### src/rtl/axi_flat_cut_limiter.sv
// axi_flat_cut_limiter: flat-port AXI4 pass-through with per-channel optional
// skid-buffer cuts and per-direction outstanding-transaction limiters.
// Optional feature macro: AXI_FLAT_CUT_PERF_EN adds rd_beats_o / wr_beats_o
// beat counters for the master-side R and W channels.

// Two-entry skid buffer: registered ready, one cycle latency, full throughput.
module axi_flat_cut_skid #(
  parameter int W = 8
) (
  input  logic         clk_i,
  input  logic         rst_i,
  input  logic         in_valid_i,
  output logic         in_ready_o,
  input  logic [W-1:0] in_chan_i,
  output logic         out_valid_o,
  input  logic         out_ready_i,
  output logic [W-1:0] out_chan_o,
  output logic         empty_o
);

  logic [W-1:0] r_mem [2];
  logic         r_wr_ptr;
  logic         r_rd_ptr;
  logic [1:0]   r_count;
  logic         r_in_ready;
  logic         w_push;
  logic         w_pop;
  logic [1:0]   w_count_nxt;

  assign w_push = in_valid_i & in_ready_o;
  assign w_pop  = out_valid_o & out_ready_i;

  // Next occupancy, used to register ready one cycle ahead.
  always_comb begin
    // NOTE: default assignment first so no path leaves the variable unassigned (no latch).
    w_count_nxt = r_count;
    if (w_push && !w_pop)      w_count_nxt = r_count + 2'd1;
    else if (w_pop && !w_push) w_count_nxt = r_count - 2'd1;
  end

  // Pointers, occupancy and registered ready.
  always_ff @(posedge clk_i) begin
    // NOTE: sequential state uses non-blocking assignments so every flop samples pre-edge values.
    if (rst_i) begin
      r_wr_ptr   <= 1'b0;
      r_rd_ptr   <= 1'b0;
      r_count    <= 2'd0;
      r_in_ready <= 1'b0;
    end else begin
      if (w_push) r_wr_ptr <= ~r_wr_ptr;
      if (w_pop)  r_rd_ptr <= ~r_rd_ptr;
      r_count    <= w_count_nxt;
      r_in_ready <= (w_count_nxt != 2'd2);
    end
  end

  // Payload storage.
  always_ff @(posedge clk_i) begin
    // NOTE: storage is not reset; occupancy alone decides what is valid.
    if (w_push) r_mem[r_wr_ptr] <= in_chan_i;
  end

  assign in_ready_o  = r_in_ready & ~rst_i;
  assign out_valid_o = (r_count != 2'd0) & ~rst_i;
  assign out_chan_o  = r_mem[r_rd_ptr];
  assign empty_o     = (r_count == 2'd0);

endmodule

module axi_flat_cut_limiter #(
  parameter int          ADDR_WIDTH  = 64,
  parameter int          DATA_WIDTH  = 64,
  parameter int          ID_WIDTH    = 4,
  parameter int          MAX_RD_TXNS = 8,
  parameter int          MAX_WR_TXNS = 8,
  parameter logic [4:0]  CUT_MASK    = 5'h1F,
  localparam int AWC   = ID_WIDTH + ADDR_WIDTH + 8 + 3,
  localparam int WC    = DATA_WIDTH + DATA_WIDTH / 8 + 1,
  localparam int BC    = ID_WIDTH + 2,
  localparam int RC    = ID_WIDTH + DATA_WIDTH + 2 + 1,
  localparam int RD_CW = $clog2(MAX_RD_TXNS + 1),
  localparam int WR_CW = $clog2(MAX_WR_TXNS + 1)
) (
  input  logic             clk_i,
  input  logic             rst_i,
  input  logic             s_aw_valid_i,
  output logic             s_aw_ready_o,
  input  logic [AWC-1:0]   s_aw_chan_i,
  input  logic             s_w_valid_i,
  output logic             s_w_ready_o,
  input  logic [WC-1:0]    s_w_chan_i,
  output logic             s_b_valid_o,
  input  logic             s_b_ready_i,
  output logic [BC-1:0]    s_b_chan_o,
  input  logic             s_ar_valid_i,
  output logic             s_ar_ready_o,
  input  logic [AWC-1:0]   s_ar_chan_i,
  output logic             s_r_valid_o,
  input  logic             s_r_ready_i,
  output logic [RC-1:0]    s_r_chan_o,
  output logic             m_aw_valid_o,
  input  logic             m_aw_ready_i,
  output logic [AWC-1:0]   m_aw_chan_o,
  output logic             m_w_valid_o,
  input  logic             m_w_ready_i,
  output logic [WC-1:0]    m_w_chan_o,
  input  logic             m_b_valid_i,
  output logic             m_b_ready_o,
  input  logic [BC-1:0]    m_b_chan_i,
  output logic             m_ar_valid_o,
  input  logic             m_ar_ready_i,
  output logic [AWC-1:0]   m_ar_chan_o,
  input  logic             m_r_valid_i,
  output logic             m_r_ready_o,
  input  logic [RC-1:0]    m_r_chan_i,
  output logic [RD_CW-1:0] rd_outstanding_o,
  output logic [WR_CW-1:0] wr_outstanding_o,
  output logic             idle_o,
`ifdef AXI_FLAT_CUT_PERF_EN
  output logic [31:0]      rd_beats_o,
  output logic [31:0]      wr_beats_o,
`endif
  output logic             err_o
);

  localparam logic [RD_CW-1:0] RD_MAX = RD_CW'(MAX_RD_TXNS);
  localparam logic [WR_CW-1:0] WR_MAX = WR_CW'(MAX_WR_TXNS);

  logic [RD_CW-1:0] r_rd_cnt;
  logic [WR_CW-1:0] r_wr_cnt;
  logic             r_err;
  logic             w_aw_valid, w_aw_ready, w_ar_valid, w_ar_ready;
  logic             w_aw_empty, w_w_empty, w_b_empty, w_ar_empty, w_r_empty;
  logic             w_rd_full, w_wr_full;
  logic             w_rd_inc, w_rd_dec, w_wr_inc, w_wr_dec;

  // AW: slave -> (cut) -> write limiter gate -> master.
  if (CUT_MASK[0]) begin : g_aw_cut
    axi_flat_cut_skid #(.W(AWC)) u_aw (
      .clk_i, .rst_i,
      .in_valid_i(s_aw_valid_i), .in_ready_o(s_aw_ready_o), .in_chan_i(s_aw_chan_i),
      .out_valid_o(w_aw_valid), .out_ready_i(w_aw_ready), .out_chan_o(m_aw_chan_o),
      .empty_o(w_aw_empty));
  end else begin : g_aw_wire
    assign w_aw_valid   = s_aw_valid_i & ~rst_i;
    assign s_aw_ready_o = w_aw_ready & ~rst_i;
    assign m_aw_chan_o  = s_aw_chan_i;
    assign w_aw_empty   = 1'b1;
  end

  // W: slave -> (cut) -> master, never limited.
  if (CUT_MASK[1]) begin : g_w_cut
    axi_flat_cut_skid #(.W(WC)) u_w (
      .clk_i, .rst_i,
      .in_valid_i(s_w_valid_i), .in_ready_o(s_w_ready_o), .in_chan_i(s_w_chan_i),
      .out_valid_o(m_w_valid_o), .out_ready_i(m_w_ready_i), .out_chan_o(m_w_chan_o),
      .empty_o(w_w_empty));
  end else begin : g_w_wire
    assign m_w_valid_o = s_w_valid_i & ~rst_i;
    assign s_w_ready_o = m_w_ready_i & ~rst_i;
    assign m_w_chan_o  = s_w_chan_i;
    assign w_w_empty   = 1'b1;
  end

  // B: master -> (cut) -> slave.
  if (CUT_MASK[2]) begin : g_b_cut
    axi_flat_cut_skid #(.W(BC)) u_b (
      .clk_i, .rst_i,
      .in_valid_i(m_b_valid_i), .in_ready_o(m_b_ready_o), .in_chan_i(m_b_chan_i),
      .out_valid_o(s_b_valid_o), .out_ready_i(s_b_ready_i), .out_chan_o(s_b_chan_o),
      .empty_o(w_b_empty));
  end else begin : g_b_wire
    assign s_b_valid_o = m_b_valid_i & ~rst_i;
    assign m_b_ready_o = s_b_ready_i & ~rst_i;
    assign s_b_chan_o  = m_b_chan_i;
    assign w_b_empty   = 1'b1;
  end

  // AR: slave -> (cut) -> read limiter gate -> master.
  if (CUT_MASK[3]) begin : g_ar_cut
    axi_flat_cut_skid #(.W(AWC)) u_ar (
      .clk_i, .rst_i,
      .in_valid_i(s_ar_valid_i), .in_ready_o(s_ar_ready_o), .in_chan_i(s_ar_chan_i),
      .out_valid_o(w_ar_valid), .out_ready_i(w_ar_ready), .out_chan_o(m_ar_chan_o),
      .empty_o(w_ar_empty));
  end else begin : g_ar_wire
    assign w_ar_valid   = s_ar_valid_i & ~rst_i;
    assign s_ar_ready_o = w_ar_ready & ~rst_i;
    assign m_ar_chan_o  = s_ar_chan_i;
    assign w_ar_empty   = 1'b1;
  end

  // R: master -> (cut) -> slave.
  if (CUT_MASK[4]) begin : g_r_cut
    axi_flat_cut_skid #(.W(RC)) u_r (
      .clk_i, .rst_i,
      .in_valid_i(m_r_valid_i), .in_ready_o(m_r_ready_o), .in_chan_i(m_r_chan_i),
      .out_valid_o(s_r_valid_o), .out_ready_i(s_r_ready_i), .out_chan_o(s_r_chan_o),
      .empty_o(w_r_empty));
  end else begin : g_r_wire
    assign s_r_valid_o = m_r_valid_i & ~rst_i;
    assign m_r_ready_o = s_r_ready_i & ~rst_i;
    assign s_r_chan_o  = m_r_chan_i;
    assign w_r_empty   = 1'b1;
  end

  // Limiter gates: a counter only rises on its own handshake, so a presented
  // request can never be withdrawn by the gate.
  assign w_rd_full    = (r_rd_cnt == RD_MAX);
  assign w_wr_full    = (r_wr_cnt == WR_MAX);
  assign m_ar_valid_o = w_ar_valid & ~w_rd_full;
  assign w_ar_ready   = m_ar_ready_i & ~w_rd_full;
  assign m_aw_valid_o = w_aw_valid & ~w_wr_full;
  assign w_aw_ready   = m_aw_ready_i & ~w_wr_full;

  assign w_rd_inc = m_ar_valid_o & m_ar_ready_i;
  assign w_rd_dec = m_r_valid_i & m_r_ready_o & m_r_chan_i[0];
  assign w_wr_inc = m_aw_valid_o & m_aw_ready_i;
  assign w_wr_dec = m_b_valid_i & m_b_ready_o;

  // Outstanding counters and sticky underflow error.
  always_ff @(posedge clk_i) begin
    if (rst_i) begin
      r_rd_cnt <= '0;
      r_wr_cnt <= '0;
      r_err    <= 1'b0;
    end else begin
      if (w_rd_inc && !w_rd_dec)                          r_rd_cnt <= r_rd_cnt + RD_CW'(1);
      else if (w_rd_dec && !w_rd_inc && r_rd_cnt != '0)   r_rd_cnt <= r_rd_cnt - RD_CW'(1);
      if (w_wr_inc && !w_wr_dec)                          r_wr_cnt <= r_wr_cnt + WR_CW'(1);
      else if (w_wr_dec && !w_wr_inc && r_wr_cnt != '0)   r_wr_cnt <= r_wr_cnt - WR_CW'(1);
      if ((w_rd_dec && r_rd_cnt == '0) || (w_wr_dec && r_wr_cnt == '0)) r_err <= 1'b1;
    end
  end

`ifdef AXI_FLAT_CUT_PERF_EN
  logic [31:0] r_rd_beats;
  logic [31:0] r_wr_beats;

  // Free-running beat counters for master-side R and W; wrap naturally.
  always_ff @(posedge clk_i) begin
    if (rst_i) begin
      r_rd_beats <= 32'd0;
      r_wr_beats <= 32'd0;
    end else begin
      if (m_r_valid_i && m_r_ready_o) r_rd_beats <= r_rd_beats + 32'd1;
      if (m_w_valid_o && m_w_ready_i) r_wr_beats <= r_wr_beats + 32'd1;
    end
  end

  assign rd_beats_o = r_rd_beats;
  assign wr_beats_o = r_wr_beats;
`endif

  assign rd_outstanding_o = r_rd_cnt;
  assign wr_outstanding_o = r_wr_cnt;
  assign err_o            = r_err;
  assign idle_o           = (r_rd_cnt == '0) && (r_wr_cnt == '0) && w_aw_empty && w_w_empty &&
                            w_b_empty && w_ar_empty && w_r_empty;

endmodule

### config.mk
export PLATFORM = sky130hd
export DESIGN_NAME = axi_flat_cut_limiter
export DESIGN_NICKNAME = d
export VERILOG_FILES = /design/src/rtl/axi_flat_cut_limiter.sv
export SDC_FILE = /design/constraint.sdc
export NUM_CORES = 1
export LEC_CHECK = 0
export ABC_AREA = 1
export CORE_AREA = 2 2 249 251
export CTS_CLUSTER_DIAMETER = 100
export DETAILED_ROUTE_END_ITERATION = 10
export DIE_AREA = 0 0 251 253
export PLACE_DENSITY = 0.68
export SYNTH_ARGS = -nofsm -noshare
export SYNTH_HDL_FRONTEND = slang
export SYNTH_SLANG_ARGS = --single-unit
### constraint.sdc
create_clock -name clk_i -period 6.77 [get_ports clk_i]
set_input_delay 1.6925 -clock clk_i [delete_from_list [all_inputs] [get_ports clk_i]]
set_output_delay 1.6925 -clock clk_i [all_outputs]
set_load 0.005 [all_outputs]
# Yosys cells after proc, flatten, opt, wreduce, memory -nomap -nowiden
# Memory sizes are Yosys's and may differ from the RTL's. A register that Yosys moved wholly into a read port is not among the register bits.
# Index checks and enable logic that the tools add are counted.
# op_classes
mux	34
reduce_logical	54
add_sub_neg	14
eq_ne	7
bitwise_logic	40
# ops
operator	count
1-bit AND	27
1-bit logical AND	24
1-bit two-way mux	20
2-bit two-way mux	10
4-bit two-way mux	4
2-bit nonzero test	7
1-bit logical NOT	13
1-bit NOT	13
2-bit by 1-bit adder with 2-bit output (second input constant)	5
2-bit logical NOT	5
2-bit inequality test (second input constant)	5
2-bit by 1-bit subtractor with 2-bit output (second input constant)	5
4-bit by 1-bit adder with 4-bit output (second input constant)	2
4-bit equality test (second input constant)	2
4-bit logical NOT	2
4-bit nonzero test	2
4-bit by 1-bit subtractor with 4-bit output (second input constant)	2
1-bit logical OR	1
# word_totals
ramBits	616
mem_count	5
output_inout_bits	328
inputBits	320
elab_cells	177
ff_bits	34
# mem_list
memory	words	width	rd	rd_clocked_by_memory_dff	wr	line	rtl
g_ar_cut.u_ar.r_mem	2	79	1	1	1	21	logic [W-1:0] r_mem [2];
g_aw_cut.u_aw.r_mem	2	79	1	1	1	21	
g_w_cut.u_w.r_mem	2	73	1	1	1	21	
g_r_cut.u_r.r_mem	2	71	1	1	1	21	
g_b_cut.u_b.r_mem	2	6	1	1	1	21	

# Logic depth before layout (Yosys ltp)
# depth
depth_word	9
depth_mapped	13
depth_no_buf	13

# Hierarchy
# From an unflattened synthesis, not the netlist that was laid out.
# unflattened
cells_unflattened	1258
hier_area_um2	24574.8
# modules_own_cells
mod	seq_area_each_um2	n_inst	area_per_inst_um2	cells_per_inst
axi_flat_cut_skid at g_ar_cut.u_ar ...	4864.7	2	6053.3	286
axi_flat_cut_skid at g_w_cut.u_w	4504.3	1	5589.1	267
axi_flat_cut_skid at g_r_cut.u_r	4384.2	1	5429.0	261
axi_flat_cut_skid at g_b_cut.u_b	480.5	1	726.9	59
axi_flat_cut_limiter	180.2	1	723.2	99

# Worst setup path after synthesis
# OpenSTA, ideal clock, no wires.
# synth_path
path_type	input to register
start	input rst_i
end	memory g_ar_cut.u_ar.r_mem[0][0] (netlist bit) (enable)
path_stages	4
required_time_ns	6.253
setup_time_ns	0.517
setup_slack_ns	0.896
t_arrival_ns	5.357
n_path_buf	1
cell_sequence	buf_6 > inv_6 > nand3_2 > nor2_1
# synth_between
elab_chain_cells	5
# synth_lines
item	line	rtl
start, declared	85	input logic rst_i,
1-bit NOT	63	assign in_ready_o = r_in_ready & ~rst_i;
1-bit AND	63	
1-bit AND	30	assign w_push = in_valid_i & in_ready_o;
1-bit two-way mux	60	if (w_push) r_mem[r_wr_ptr] <= in_chan_i;
1-bit two-way mux (not written as such)	60	
end, declared	21	
# Every way passes these cells.

# Worst setup path in the final report
# layout_path
start	input rst_i
end	output s_r_valid_o
# layout_between
elab_chain_cells	2
# layout_lines
item	line	rtl
1-bit NOT	64	assign out_valid_o = (r_count != 2'd0) & ~rst_i;
1-bit AND	64	
end, declared	98	output logic s_r_valid_o,
# Every way passes these cells.

==> impl_metrics.env <==
export IMPL_grt_usage_pct=18.6
export IMPL_worstPathRequired_ns=5.08
export IMPL_slew_headroom_pct=24.3
export IMPL_grt_pass1_vias=14111
export IMPL_yosysTopAreaCellShare_pct=76.3
export IMPL_hold_class="reg2reg"
export IMPL_antenna_found_initial=12
export IMPL_drt_iter0_drc=635
export IMPL_area_growth_pct=40.3
export IMPL_use_met1_pct=21.1
export IMPL_gp_congestion=0.797
export IMPL_postSynthCellCount=1242
export IMPL_routedWlPerCell_um=21.9
export IMPL_syn_area_um2=24200
export IMPL_async_flop_share_pct=0
export IMPL_grt_pass1_wl_um=87900
export IMPL_clock_fmax_mhz=207
export IMPL_final_cell_area_um2=34000
export IMPL_detailed_place_hpwl_um=43000
export IMPL_hold_viol=0
export IMPL_initial_utilization_pct=39.7
export IMPL_power_leakage_nw=11.5
export IMPL_fin_tns_setup_ns=0
export IMPL_start_kind="input port"
export IMPL_ir_worst_vdd_v=0.000234
export IMPL_postCtsHoldBufs=0
export IMPL_cts_resized=0
export IMPL_postCtsSetupBuffers=0
export IMPL_drt_pass1_iter_count=4
export IMPL_clk_latency_ns=0.60
export IMPL_synth_top_flop_cell="edfxtp_1"
export IMPL_worstPathMaxFanout=16
export IMPL_vias=13463
export IMPL_design_die_area_um2=63500
export IMPL_met3_usage_pct=7.26
export IMPL_port_buffers=647
export IMPL_power_density_nw_per_um2=313
export IMPL_ys_seq_area_share_pct=79.6
export IMPL_clkTransAtPathRegs_ns=0.06
export IMPL_clockBufferDepth=3
export IMPL_min_period_over_period_pct=71.5
export IMPL_num_io_pins=648
export IMPL_synth_edff_count=616
export IMPL_routed_via_density=4.82
export IMPL_yosysWarnings=0
export IMPL_cts_tree="done"
export IMPL_drt_wl_total_um=61100
export IMPL_worst_path_dominant_cell_family="buffers and inverters"
export IMPL_maxCapViolCount=0
export IMPL_status="completed"
export IMPL_layout_nets=2269
export IMPL_ys_ff_latch=655
export IMPL_cp_end_kind="primary output"
export IMPL_yosys_area_top_type="edfxtp_1"
export IMPL_die_x_um=251
export IMPL_cts_root_buffer="clkbuf_16"
export IMPL_yosysUniqueCellTypes=32
export IMPL_tightest_slew_ns=1.13
export IMPL_met2_usage_pct=32.1
export IMPL_fin_skew_ns=0.0257
export IMPL_detail_route_antenna_nets=0
export IMPL_drc_errors=0
export IMPL_cts_max_level=3
export IMPL_grt_max_degree=80
export IMPL_finalSetupViolations=0
export IMPL_core_um2=61000
export IMPL_crit_chain="buf_2 -> buf_4 -> nor2_4 -> clkdlybuf4s50_1"
export IMPL_rows=91
export IMPL_syn_area_per_cell_um2=19.5
export IMPL_placed_cell_area_um2=31700
export IMPL_die_y_um=253
export IMPL_fin_crit_ns=4.84
export IMPL_cpPeakStageDelay_ns=0.51
export IMPL_crit_slowest_cell="buf_2"
export IMPL_clock_sinks=655
export IMPL_grt_busiest_layer="met2"
export IMPL_worst_path_buf_inv=3
export IMPL_crit_type="in2out"
export IMPL_drv_slew=0
export IMPL_cts_buffers=74
export IMPL_postSynthNetCount=1573
export IMPL_arrival_ns=3.15
export IMPL_layout_drive_gt1_share_pct=22.9
export IMPL_nFillCells=4740
export IMPL_ys_top_cells_by_area="edfxtp_1 76%, mux2_2 14%, dfxtp_1 3.2%, nand2_1 0.81%, inv_1 0.70%"
export IMPL_rsz0062_at_grt="false"
export IMPL_overflow=0
path summary, 6_finish.rpt:
path,cells past startpoint,end,slack [ns],from
hold / removal,2,err_o$_SDFFE_PP0P_,0.48,err_o$_SDFFE_PP0P_
hold reg to reg,2,err_o$_SDFFE_PP0P_,0.48,err_o$_SDFFE_PP0P_
setup reg to reg,5,g_w_cut.u_w.r_mem[1][65]$_DFFE_PP_,4.34,g_w_cut.u_w.r_in_ready$_SDFF_PP0_
setup / recovery,4,s_r_valid_o,1.93,rst_i
logic make-up (layout without fill, tap and decap cells):
group	Yosys count	after routing	share of synthesized area [%]
other cells	0	6	0
xor+xnor	10	10	0.362
mux	309	309	14.4
buf+inv	88	842	1.60
simple gates	140	140	2.84
compound gates	29	29	0.640
flops	655	655	79.6
fa+ha+maj	11	11	0.630
worst min-delay path, cell delays in order, from the launching register on:
cell     delay [ns]
dfxtp_1        0.33
nor2_1         0.05
nor2_1         0.07
sequential cells by signal, summed over array words and instances, names as in the netlist, 2 cells and up, named ones only:
name                   count
g_ar_cut.u_ar.r_count      2
g_ar_cut.u_ar.r_mem      158
g_aw_cut.u_aw.r_count      2
g_aw_cut.u_aw.r_mem      158
g_b_cut.u_b.r_count        2
g_b_cut.u_b.r_mem         12
g_r_cut.u_r.r_count        2
g_r_cut.u_r.r_mem        142
g_w_cut.u_w.r_count        2
g_w_cut.u_w.r_mem        146
rd_outstanding_o           4
wr_outstanding_o           4
routing by layer:
layer | wire length [um] | vias to the layer above
li1 | - | 6167
met1 | 22800 | 6698
met2 | 31200 | 481
met3 | 5470 | 103
met4 | 1420 | 14
met5 | 103 | -
area by class of cell:
cell class                 instances  area, um2  area share [%]
clock buffer                      98       2020            5.93
tap                              790        988            2.91
timing repair buffer             660       6570            19.3
inverter                          48        185           0.545
sequential                       655      19300            56.8
multi-input combinational        499       4620            13.6
antenna                            6       15.0          0.0442
clock inverter                    36        305           0.898
cells in the mapped netlist, types with 3 or more instances:
| cell | instances |
|---|---|
| a21oi_1 | 13 |
| buf_2 | 32 |
| clkbuf_1 | 4 |
| dfxtp_1 | 39 |
| edfxtp_1 | 616 |
| ha_1 | 9 |
| inv_1 | 45 |
| mux2_2 | 309 |
| nand2_1 | 52 |
| nand2_2 | 4 |
| nand3_1 | 20 |
| nand3_2 | 5 |
| nand4_1 | 3 |
| nor2_1 | 44 |
| nor2_4 | 7 |
| o21ai_0 | 12 |
| xor2_1 | 8 |
cell usage in the layout (no fill, tap or decap), types with 15 or more instances in the layout:
| cell type | Yosys | routed |
|---|---|---|
| clkbuf_1 | 4 | 20 |
| clkbuf_16 | 0 | 77 |
| clkdlybuf4s50_1 | 0 | 646 |
| clkinv_1 | 0 | 15 |
| dfxtp_1 | 39 | 35 |
| edfxtp_1 | 616 | 616 |
| inv_1 | 45 | 45 |
| mux2_2 | 309 | 309 |
| nand2_1 | 52 | 52 |
| nand3_1 | 20 | 20 |
| nor2_1 | 44 | 36 |
| nor2_4 | 7 | 15 |
metrics by stage:
step	total power, mW	setup slack [ns]	util (%)	hold WS (ns)	std cells
2_1_floorplan	5.80	0.896	-	0.459	1242
3_3_place_gp	6.94	1.92	51.9	0.480	2652
3_5_place_dp	6.97	1.91	51.9	0.472	2652
4_1_cts	10.8	1.88	55.7	0.489	2786
5_1_grt	11.1	1.82	55.7	0.540	2790
6_report	10.7	1.93	55.7	0.481	2792
power breakdown:
group,switching (mW),internal (mW),total [mW]
clock network,1.56,2.22,3.78
registers,0.197,4.74,4.94
logic,0.793,1.14,1.93
No activity file was read; power rests on OpenSTA's default activity.
